`config.mk`:
```
export PLATFORM = sky130hd
export DESIGN_NAME = data_mem_arbiter
export DESIGN_NICKNAME = d
export VERILOG_FILES = /design/src/rtl/data_mem_arbiter.sv
export SDC_FILE = /design/constraint.sdc
export NUM_CORES = 1
export LEC_CHECK = 0
export CORE_AREA = 2 2 168 170
export CTS_CLUSTER_DIAMETER = 150
export DETAILED_ROUTE_END_ITERATION = 7
export DIE_AREA = 0 0 170 172
export PLACE_DENSITY = 0.69
export REMOVE_ABC_BUFFERS = 1
export SYNTH_ARGS = -nofsm -noshare
export SYNTH_HDL_FRONTEND = slang
export SYNTH_SLANG_ARGS = --single-unit
```
`constraint.sdc`:
```
create_clock -name clk -period 1.9 [get_ports clk]
set_input_delay 0.475 -clock clk [delete_from_list [all_inputs] [get_ports clk]]
set_output_delay 0.475 -clock clk [all_outputs]
set_load 0.005 [all_outputs]
```
`src/rtl/data_mem_arbiter.sv`:
```
// Round-robin arbiter sharing the single-ported data RAM between the CPU
// load/store path and the debug port; one access at a time, one-cycle strobes.
module data_mem_arbiter #(
    parameter int ADDRESS_BUS_WIDTH  = 10,
    parameter int DATA_BUS_WIDTH     = 64,
    parameter int NUM_DATA_ADDRESSES = 512
) (
    input  logic                         clk,
    input  logic                         reset_n,
    input  logic                         cpu_req,
    input  logic                         cpu_we,
    input  logic [ADDRESS_BUS_WIDTH-1:0] cpu_addr,
    input  logic [DATA_BUS_WIDTH-1:0]    cpu_wdata,
    output logic                         cpu_ack,
    output logic                         cpu_err,
    output logic [DATA_BUS_WIDTH-1:0]    cpu_rdata,
    input  logic                         dbg_req,
    input  logic                         dbg_we,
    input  logic [ADDRESS_BUS_WIDTH-1:0] dbg_addr,
    input  logic [DATA_BUS_WIDTH-1:0]    dbg_wdata,
    output logic                         dbg_ack,
    output logic                         dbg_err,
    output logic [DATA_BUS_WIDTH-1:0]    dbg_rdata,
    output logic                         mem_cs,
    output logic                         mem_read,
    output logic                         mem_write,
    output logic [ADDRESS_BUS_WIDTH-1:0] mem_addr,
    output logic [DATA_BUS_WIDTH-1:0]    mem_wdata,
    input  logic [DATA_BUS_WIDTH-1:0]    mem_rdata,
    output logic                         busy
);

    localparam logic [ADDRESS_BUS_WIDTH-1:0] MAX_ADDR = ADDRESS_BUS_WIDTH'(NUM_DATA_ADDRESSES - 8);

    typedef enum logic [1:0] {
        S_IDLE    = 2'd0,
        S_ISSUE   = 2'd1,
        S_CAPTURE = 2'd2,
        S_RESP    = 2'd3
    } state_t;

    // Word accesses must be 8-byte aligned and lie entirely inside the RAM.
    function automatic logic addr_illegal(input logic [ADDRESS_BUS_WIDTH-1:0] a);
        addr_illegal = (a[2:0] != 3'b000) || (a > MAX_ADDR);
    endfunction

    state_t                         r_state;
    state_t                         w_next_state;
    logic                           r_we;
    logic                           r_gnt_dbg;
    logic                           r_last_dbg;
    logic                           r_mem_cs;
    logic                           r_mem_read;
    logic                           r_mem_write;
    logic [ADDRESS_BUS_WIDTH-1:0]   r_mem_addr;
    logic [DATA_BUS_WIDTH-1:0]      r_mem_wdata;
    logic                           r_cpu_ack;
    logic                           r_cpu_err;
    logic [DATA_BUS_WIDTH-1:0]      r_cpu_rdata;
    logic                           r_dbg_ack;
    logic                           r_dbg_err;
    logic [DATA_BUS_WIDTH-1:0]      r_dbg_rdata;
    logic                           r_busy;

    logic                           w_grant;
    logic                           w_gnt_dbg;
    logic                           w_sel_we;
    logic [ADDRESS_BUS_WIDTH-1:0]   w_sel_addr;
    logic [DATA_BUS_WIDTH-1:0]      w_sel_wdata;
    logic                           w_illegal;
    logic                           w_issue;
    logic                           w_enter_resp;
    logic                           w_resp_dbg;
    logic                           w_resp_err;

    // On contention the port that did not win last time gets the grant.
    assign w_grant      = (r_state == S_IDLE) && (cpu_req || dbg_req);
    assign w_gnt_dbg    = dbg_req && (!cpu_req || !r_last_dbg);
    assign w_sel_we     = w_gnt_dbg ? dbg_we    : cpu_we;
    assign w_sel_addr   = w_gnt_dbg ? dbg_addr  : cpu_addr;
    assign w_sel_wdata  = w_gnt_dbg ? dbg_wdata : cpu_wdata;
    assign w_illegal    = addr_illegal(w_sel_addr);
    assign w_issue      = w_grant && !w_illegal;
    assign w_enter_resp = (w_next_state == S_RESP);
    assign w_resp_dbg   = (r_state == S_IDLE) ? w_gnt_dbg : r_gnt_dbg;
    assign w_resp_err   = (r_state == S_IDLE) && w_illegal;

    // State register.
    always_ff @(posedge clk or negedge reset_n) begin
        if (!reset_n) begin
            r_state <= S_IDLE;
        end else begin
            r_state <= w_next_state;
        end
    end

    // Next-state logic.
    always_comb begin
        w_next_state = r_state;
        case (r_state)
            S_IDLE: begin
                if (w_grant) begin
                    if (w_illegal) begin
                        w_next_state = S_RESP;
                    end else begin
                        w_next_state = S_ISSUE;
                    end
                end else begin
                    w_next_state = S_IDLE;
                end
            end
            S_ISSUE: begin
                if (r_we) begin
                    w_next_state = S_RESP;
                end else begin
                    w_next_state = S_CAPTURE;
                end
            end
            S_CAPTURE: w_next_state = S_RESP;
            S_RESP:    w_next_state = S_IDLE;
            default:   w_next_state = S_IDLE;
        endcase
    end

    // Request latch and round-robin pointer, updated only on grant.
    always_ff @(posedge clk or negedge reset_n) begin
        if (!reset_n) begin
            r_we       <= 1'b0;
            r_gnt_dbg  <= 1'b0;
            r_last_dbg <= 1'b1;
        end else if (w_grant) begin
            r_we       <= w_sel_we;
            r_gnt_dbg  <= w_gnt_dbg;
            r_last_dbg <= w_gnt_dbg;
        end else begin
            r_we       <= r_we;
            r_gnt_dbg  <= r_gnt_dbg;
            r_last_dbg <= r_last_dbg;
        end
    end

    // Registered RAM strobes, acks, read data and busy flag.
    always_ff @(posedge clk or negedge reset_n) begin
        if (!reset_n) begin
            r_mem_cs    <= 1'b0;
            r_mem_read  <= 1'b0;
            r_mem_write <= 1'b0;
            r_mem_addr  <= {ADDRESS_BUS_WIDTH{1'b0}};
            r_mem_wdata <= {DATA_BUS_WIDTH{1'b0}};
            r_cpu_ack   <= 1'b0;
            r_cpu_err   <= 1'b0;
            r_cpu_rdata <= {DATA_BUS_WIDTH{1'b0}};
            r_dbg_ack   <= 1'b0;
            r_dbg_err   <= 1'b0;
            r_dbg_rdata <= {DATA_BUS_WIDTH{1'b0}};
            r_busy      <= 1'b0;
        end else begin
            r_mem_cs    <= w_issue;
            r_mem_read  <= w_issue && !w_sel_we;
            r_mem_write <= w_issue && w_sel_we;
            // Address and write data hold between accesses.
            if (w_issue) begin
                r_mem_addr  <= w_sel_addr;
                r_mem_wdata <= w_sel_wdata;
            end else begin
                r_mem_addr  <= r_mem_addr;
                r_mem_wdata <= r_mem_wdata;
            end
            r_cpu_ack <= w_enter_resp && !w_resp_dbg;
            r_cpu_err <= w_enter_resp && !w_resp_dbg && w_resp_err;
            r_dbg_ack <= w_enter_resp && w_resp_dbg;
            r_dbg_err <= w_enter_resp && w_resp_dbg && w_resp_err;
            if (r_state == S_CAPTURE) begin
                if (r_gnt_dbg) begin
                    r_dbg_rdata <= mem_rdata;
                end else begin
                    r_cpu_rdata <= mem_rdata;
                end
            end else begin
                r_cpu_rdata <= r_cpu_rdata;
                r_dbg_rdata <= r_dbg_rdata;
            end
            r_busy <= (w_next_state != S_IDLE);
        end
    end

    assign mem_cs    = r_mem_cs;
    assign mem_read  = r_mem_read;
    assign mem_write = r_mem_write;
    assign mem_addr  = r_mem_addr;
    assign mem_wdata = r_mem_wdata;
    assign cpu_ack   = r_cpu_ack;
    assign cpu_err   = r_cpu_err;
    assign cpu_rdata = r_cpu_rdata;
    assign dbg_ack   = r_dbg_ack;
    assign dbg_err   = r_dbg_err;
    assign dbg_rdata = r_dbg_rdata;
    assign busy      = r_busy;

endmodule

```
* Word level (Yosys, flattened, before mapping)
Index checks and enable logic that the tools add are counted.
** Operators by class
- $lt $le $gt $ge :: 1
- Eq/ne operators :: 4
- Muxes and demuxes :: 8
- Bitwise operators :: 1
- Reductions and logical operators :: 23
** Operator list (number)
- $mux 64 :: 1
- $gt 10x9->1 const B :: 1
- $logic_and 1x1->1 :: 10
- $mux 10 :: 1
- $pmux 2 s4 :: 1
- $eq 2x2->1 const B :: 3
- $logic_not 1->1 :: 5
- $mux 2 :: 2
- $reduce_and 2->1 :: 2
- $logic_or 1x1->1 :: 3
- $mux 1 :: 3
- $reduce_bool 3->1 :: 1
- $eq 2x1->1 const B :: 1
- $logic_not 2->1 :: 1
- $reduce_bool 2->1 :: 1
- $not 1->1 :: 1
** Word-level totals
- Register bits :: 215
- Bits of input ports :: 218
- Output and inout bits :: 210
- Word-level logic and storage cells :: 53

* Depth between registers and ports, before layout
- Depth in word-level cells :: 12
- Gate-level depth with buffers :: 7
- Mapped depth without buffers :: 6

* Worst setup path after synthesis
Ideal clock, no wire load.
- Path kind :: input-to-reg
- Start :: input port dbg_req
- End :: register r_mem_addr[3] (netlist: mem_addr[3])
- Library setup time :: 127 ps
- Arrival time :: 1710 ps
- Required time :: 1773 ps
- Setup slack :: 63 ps
- Cell stages on the path :: 5
- Buffers on the path :: 2
- Cell sequence :: a21boi_2 > buf_2 > buf_2 > mux2_2 > mux2_1
** On the way
- Cells in the longest elaborated chain, start to end :: 6
- Elaborated cells between the ends (all ways) :: 9
- Classes of those cells :: order compare (1); mux (1); reduce/logical (7)
** RTL lines
- start, declared :: line 17 : input logic dbg_req,
- $logic_and 1x1->1 :: line 78 : assign w_gnt_dbg = dbg_req && (!cpu_req || !r_last_dbg);
- $mux 10 :: line 80 : assign w_sel_addr = w_gnt_dbg ? dbg_addr : cpu_addr;
- $gt 10x9->1 / $reduce_bool 3->1 (equally long branches) :: line 44 : addr_illegal = (a[2:0] != 3'b000) || (a > MAX_ADDR);
- $logic_or 1x1->1 :: line 44
- $logic_not 1->1 :: line 83 : assign w_issue = w_grant && !w_illegal;
- $logic_and 1x1->1 :: line 83
- end signal, assigned :: line 148 : r_mem_addr <= {ADDRESS_BUS_WIDTH{1'b0}};
- end signal, assigned :: line 163 : r_mem_addr <= w_sel_addr;
- end signal, assigned :: line 166 : r_mem_addr <= r_mem_addr;
- end, declared :: line 55 : logic [ADDRESS_BUS_WIDTH-1:0] r_mem_addr;
Several ways; a longest one is shown, not always the timed one.
A chain may end at the register's enable or synchronous reset.

* Worst setup path in the final report
- Start :: register r_dbg_rdata[22] (netlist: dbg_rdata[22])
- End :: output port dbg_rdata[22]
** RTL lines
- start, declared :: line 62 : logic [DATA_BUS_WIDTH-1:0] r_dbg_rdata;
- start signal, assigned :: line 155 : r_dbg_rdata <= {DATA_BUS_WIDTH{1'b0}};
- start signal, assigned :: line 175 : r_dbg_rdata <= mem_rdata;
- start signal, assigned :: line 181 : r_dbg_rdata <= r_dbg_rdata;
- end, declared :: line 23 : output logic [DATA_BUS_WIDTH-1:0] dbg_rdata,
No word-level cell between the ends.

==> results.md <==
- Post-synthesis cell type count: 31
- Layout cell share with drive strength beyond 1: 30.4%
- # setup viols final: 0
- Clk_skew: 9.38 ps
- # nets final: 1,260
- Grt ovf: 0
- Final period util: 97.7%
- Crit path arrival time: 1380 ps
- CTS buffer count: 24
- Reg area: 5380 µm²
- Worst skew pair latency: 510 ps
- Commonest non-fill, non-tap cells in the layout: clkdlybuf4s50_1, mux2_2, dfrtp_1, dlymetal6s2s_1, mux2_1
- Drt drc: 0
- Filler cell count in the final layout: 2,260
- Worst-margin pin slew: 423 ps
- IO Port Bufs: 427
- Total track usage: 17.9%
- DIE HEIGHT: 172 µm
- Final Critical Period: 1860 ps
- Flop and latch count out of synthesis: 215
- Final Hold Fails: 0
- Htree depth: 1
- Row cnt: 61
- Synth async-reset ratio: 100%
- Run status: finished, final reports clean
- Min-Delay Endpoint: mem_addr[4]
- Slew headroom: 71.8%
- Min-Delay Startpoint: mem_addr[4]
- Mapped Cells: 563
- Die Wd: 170 µm
- Type of destination of the critical path: output port
- CTS root buf: clkbuf_16
- Initial Util: 32.5%
- Avg Cell Area, Syn: 15.8 µm²
- Worst Hold Depth: 1
- Ports: 428
- DR vias: 6,416
- Maximum VDD drop: 0.00111 V
- Cells along the critical path: clkdlybuf4s50_1
- GPL Wtd Cong: 0.804
- DR iter-0 viols: 184
- Core Box Area: 27,500 µm²
- Global-route wire length before repair: 40,200 µm
- Critical path's largest stage delay: 530 ps
- Post-route antenna net violation count: 0
- Via count of the first global-routing pass: 6,921
- Worst min path class: flop to flop
- Worst R2R End: mem_wdata[20]
- Max Fanout on Critical Path: 2
- R2r startpoint: r_state[0]
- Post-Syn Area: 8920 µm²
- Clock sinks: 215
- Type of the worst setup path: flop to output port
- Prevailing post-synth register cell: dfrtp_1
- Antenna violations before repair: 0
- Placed instance area: 14,000 µm²
- Ant diodes: 0
- DRT Pass-1 Iters: 4
- Max_cap viols: 0
- Ys Warns: 0
- Die area: 29,200 µm²
- Fin util: 54.6%
- Vias per cell: 4.58
- Worst path bufs/invs: 1
- Hold slack: 479 ps
- Detailed Route WL: 27,000 µm
- Startpoint Class: flop
- Finished Cell Area: 15,000 µm²
- Wire length per cell: 19.3 µm
- Largest net degree at the start of global routing: 50
- Worst endpoint required time: 1420 ps
- Longest Clk Path Bufs: 3
- R2r worst-path depth: 7
- Sequential area share after synthesis: 60.3%
- Most common cell after layout, fill and taps aside: clkdlybuf4s50_1
- FF-to-FF setup slack: 110 ps
- Post-synth EDFFs: 0
- Pwr/cell area: 1460 nW/µm²
- CTS clk-pin slew, worst paths: 60 ps
- Static leakage: 7.17 nW
- TritonCTS clock tree: done
- Area delta synth->final: 68.3%
- Max Fclk: 0.539 GHz
- Dpl hpwl: 20,800 µm
- Multi-input logic area: 3390 µm²
- Final Slew Violations: 0
- Slowest CP cell: clkdlybuf4s50_1
- Cell family with most CP delay: buffers and inverters
per-layer routing:
layer	GRT usage [%]	routed length, µm	vias to the layer above
li1	-	-	2975
met1	19.7	9820	3123
met2	31.9	13600	288
met3	7.87	3130	30
met4	4.05	418	0
met5	0	0	-
cell usage after synthesis (2+ instances only):
cell        n  area share [%]
inv_1       3            0.13
nand2_1     9            0.38
nor2_1      3            0.13
dfrtp_1   214              60
mux2_1     45             5.7
buf_1       2           0.084
clkbuf_1    7            0.29
mux2_2    223              28
nor2b_1     6            0.42
nand2b_1    3            0.21
ha_1        4            0.56
a21oi_1     6            0.34
nor4_4      2            0.48
buf_6       6            0.76
buf_2      14            0.79
sequential cells by signal, summed over array words and instances, names as in the netlist:
signal	flops
dbg_err	1
r_we	1
r_gnt_dbg	1
dbg_rdata	64
mem_write	1
mem_addr	10
mem_read	1
cpu_rdata	64
busy	1
dbg_ack	1
cpu_err	1
mem_wdata	64
cpu_ack	1
r_last_dbg	1
mem_cs	1
r_state	2
worst max-delay path by stage:
stage / endpoint / depth (start not counted) / from
3_3_place_gp: mem_wdata[23] / 7 / cpu_addr[0]
4_1_cts: dbg_rdata[15] / 1 / dbg_rdata[15]
2_1_floorplan: mem_wdata[17] / 4 / dbg_req
5_1_grt: mem_wdata[1] / 7 / dbg_addr[0]
6_report: dbg_rdata[22] / 1 / dbg_rdata[22]
3_5_place_dp: mem_wdata[57] / 7 / cpu_addr[0]
what timing repair did:
item	4_1_cts	5_1_grt
pin swaps	0	1
endpoints found under the setup margin	38	143
hold endpoints to repair	41	0
resized for setup	38	84
hold buffers	1	0
buffers inserted	0	4
cells by family (layout without fill, tap and decap cells):
group / Yosys count / count (layout) / synth area share [%]
flip-flops: 215 / 215 / 60.3
AO/OA/AOI/OAI: 15 / 15 / 1.11
adder cells (fa/ha/maj): 4 / 4 / 0.561
multiplexers: 269 / 269 / 34.0
AND/OR/NAND/NOR: 28 / 28 / 1.98
buffers and inverters: 32 / 523 / 2.05
report_power, final:
part	switching [W]	total (W)	internal [W]
logic	0.00317	0.00920	0.00603
registers	0.00110	0.00796	0.00686
clock network	0.00180	0.00469	0.00289
per-stage QoR:
| step | total power [W] | instances | setup TNS (ps) | setup slack [ps] |
|---|---|---|---|---|
| after detailed placement | 0.0180 | 1353 | -36110 | -525 |
| after floorplan | 0.0115 | 534 | -478230 | -3880 |
| after CTS | 0.0225 | 1396 | 0 | 0.351 |
| after global routing | 0.0232 | 1400 | -243 | -24.8 |
| after global placement | 0.0178 | 1353 | -32920 | -478 |
| final | 0.0219 | 1400 | 0 | 43.6 |
final cells by class:
class	instances	share of cell area (%)
Multi-Input combinational cell	316	22.6
Timing Repair Buffer	478	33.2
Clock inverter	6	0.534
Inverter	3	0.0750
Tap cell	346	2.88
Sequential cell	215	35.9
Clock buffer	36	4.84
Power figures use the tool's default switching activity.
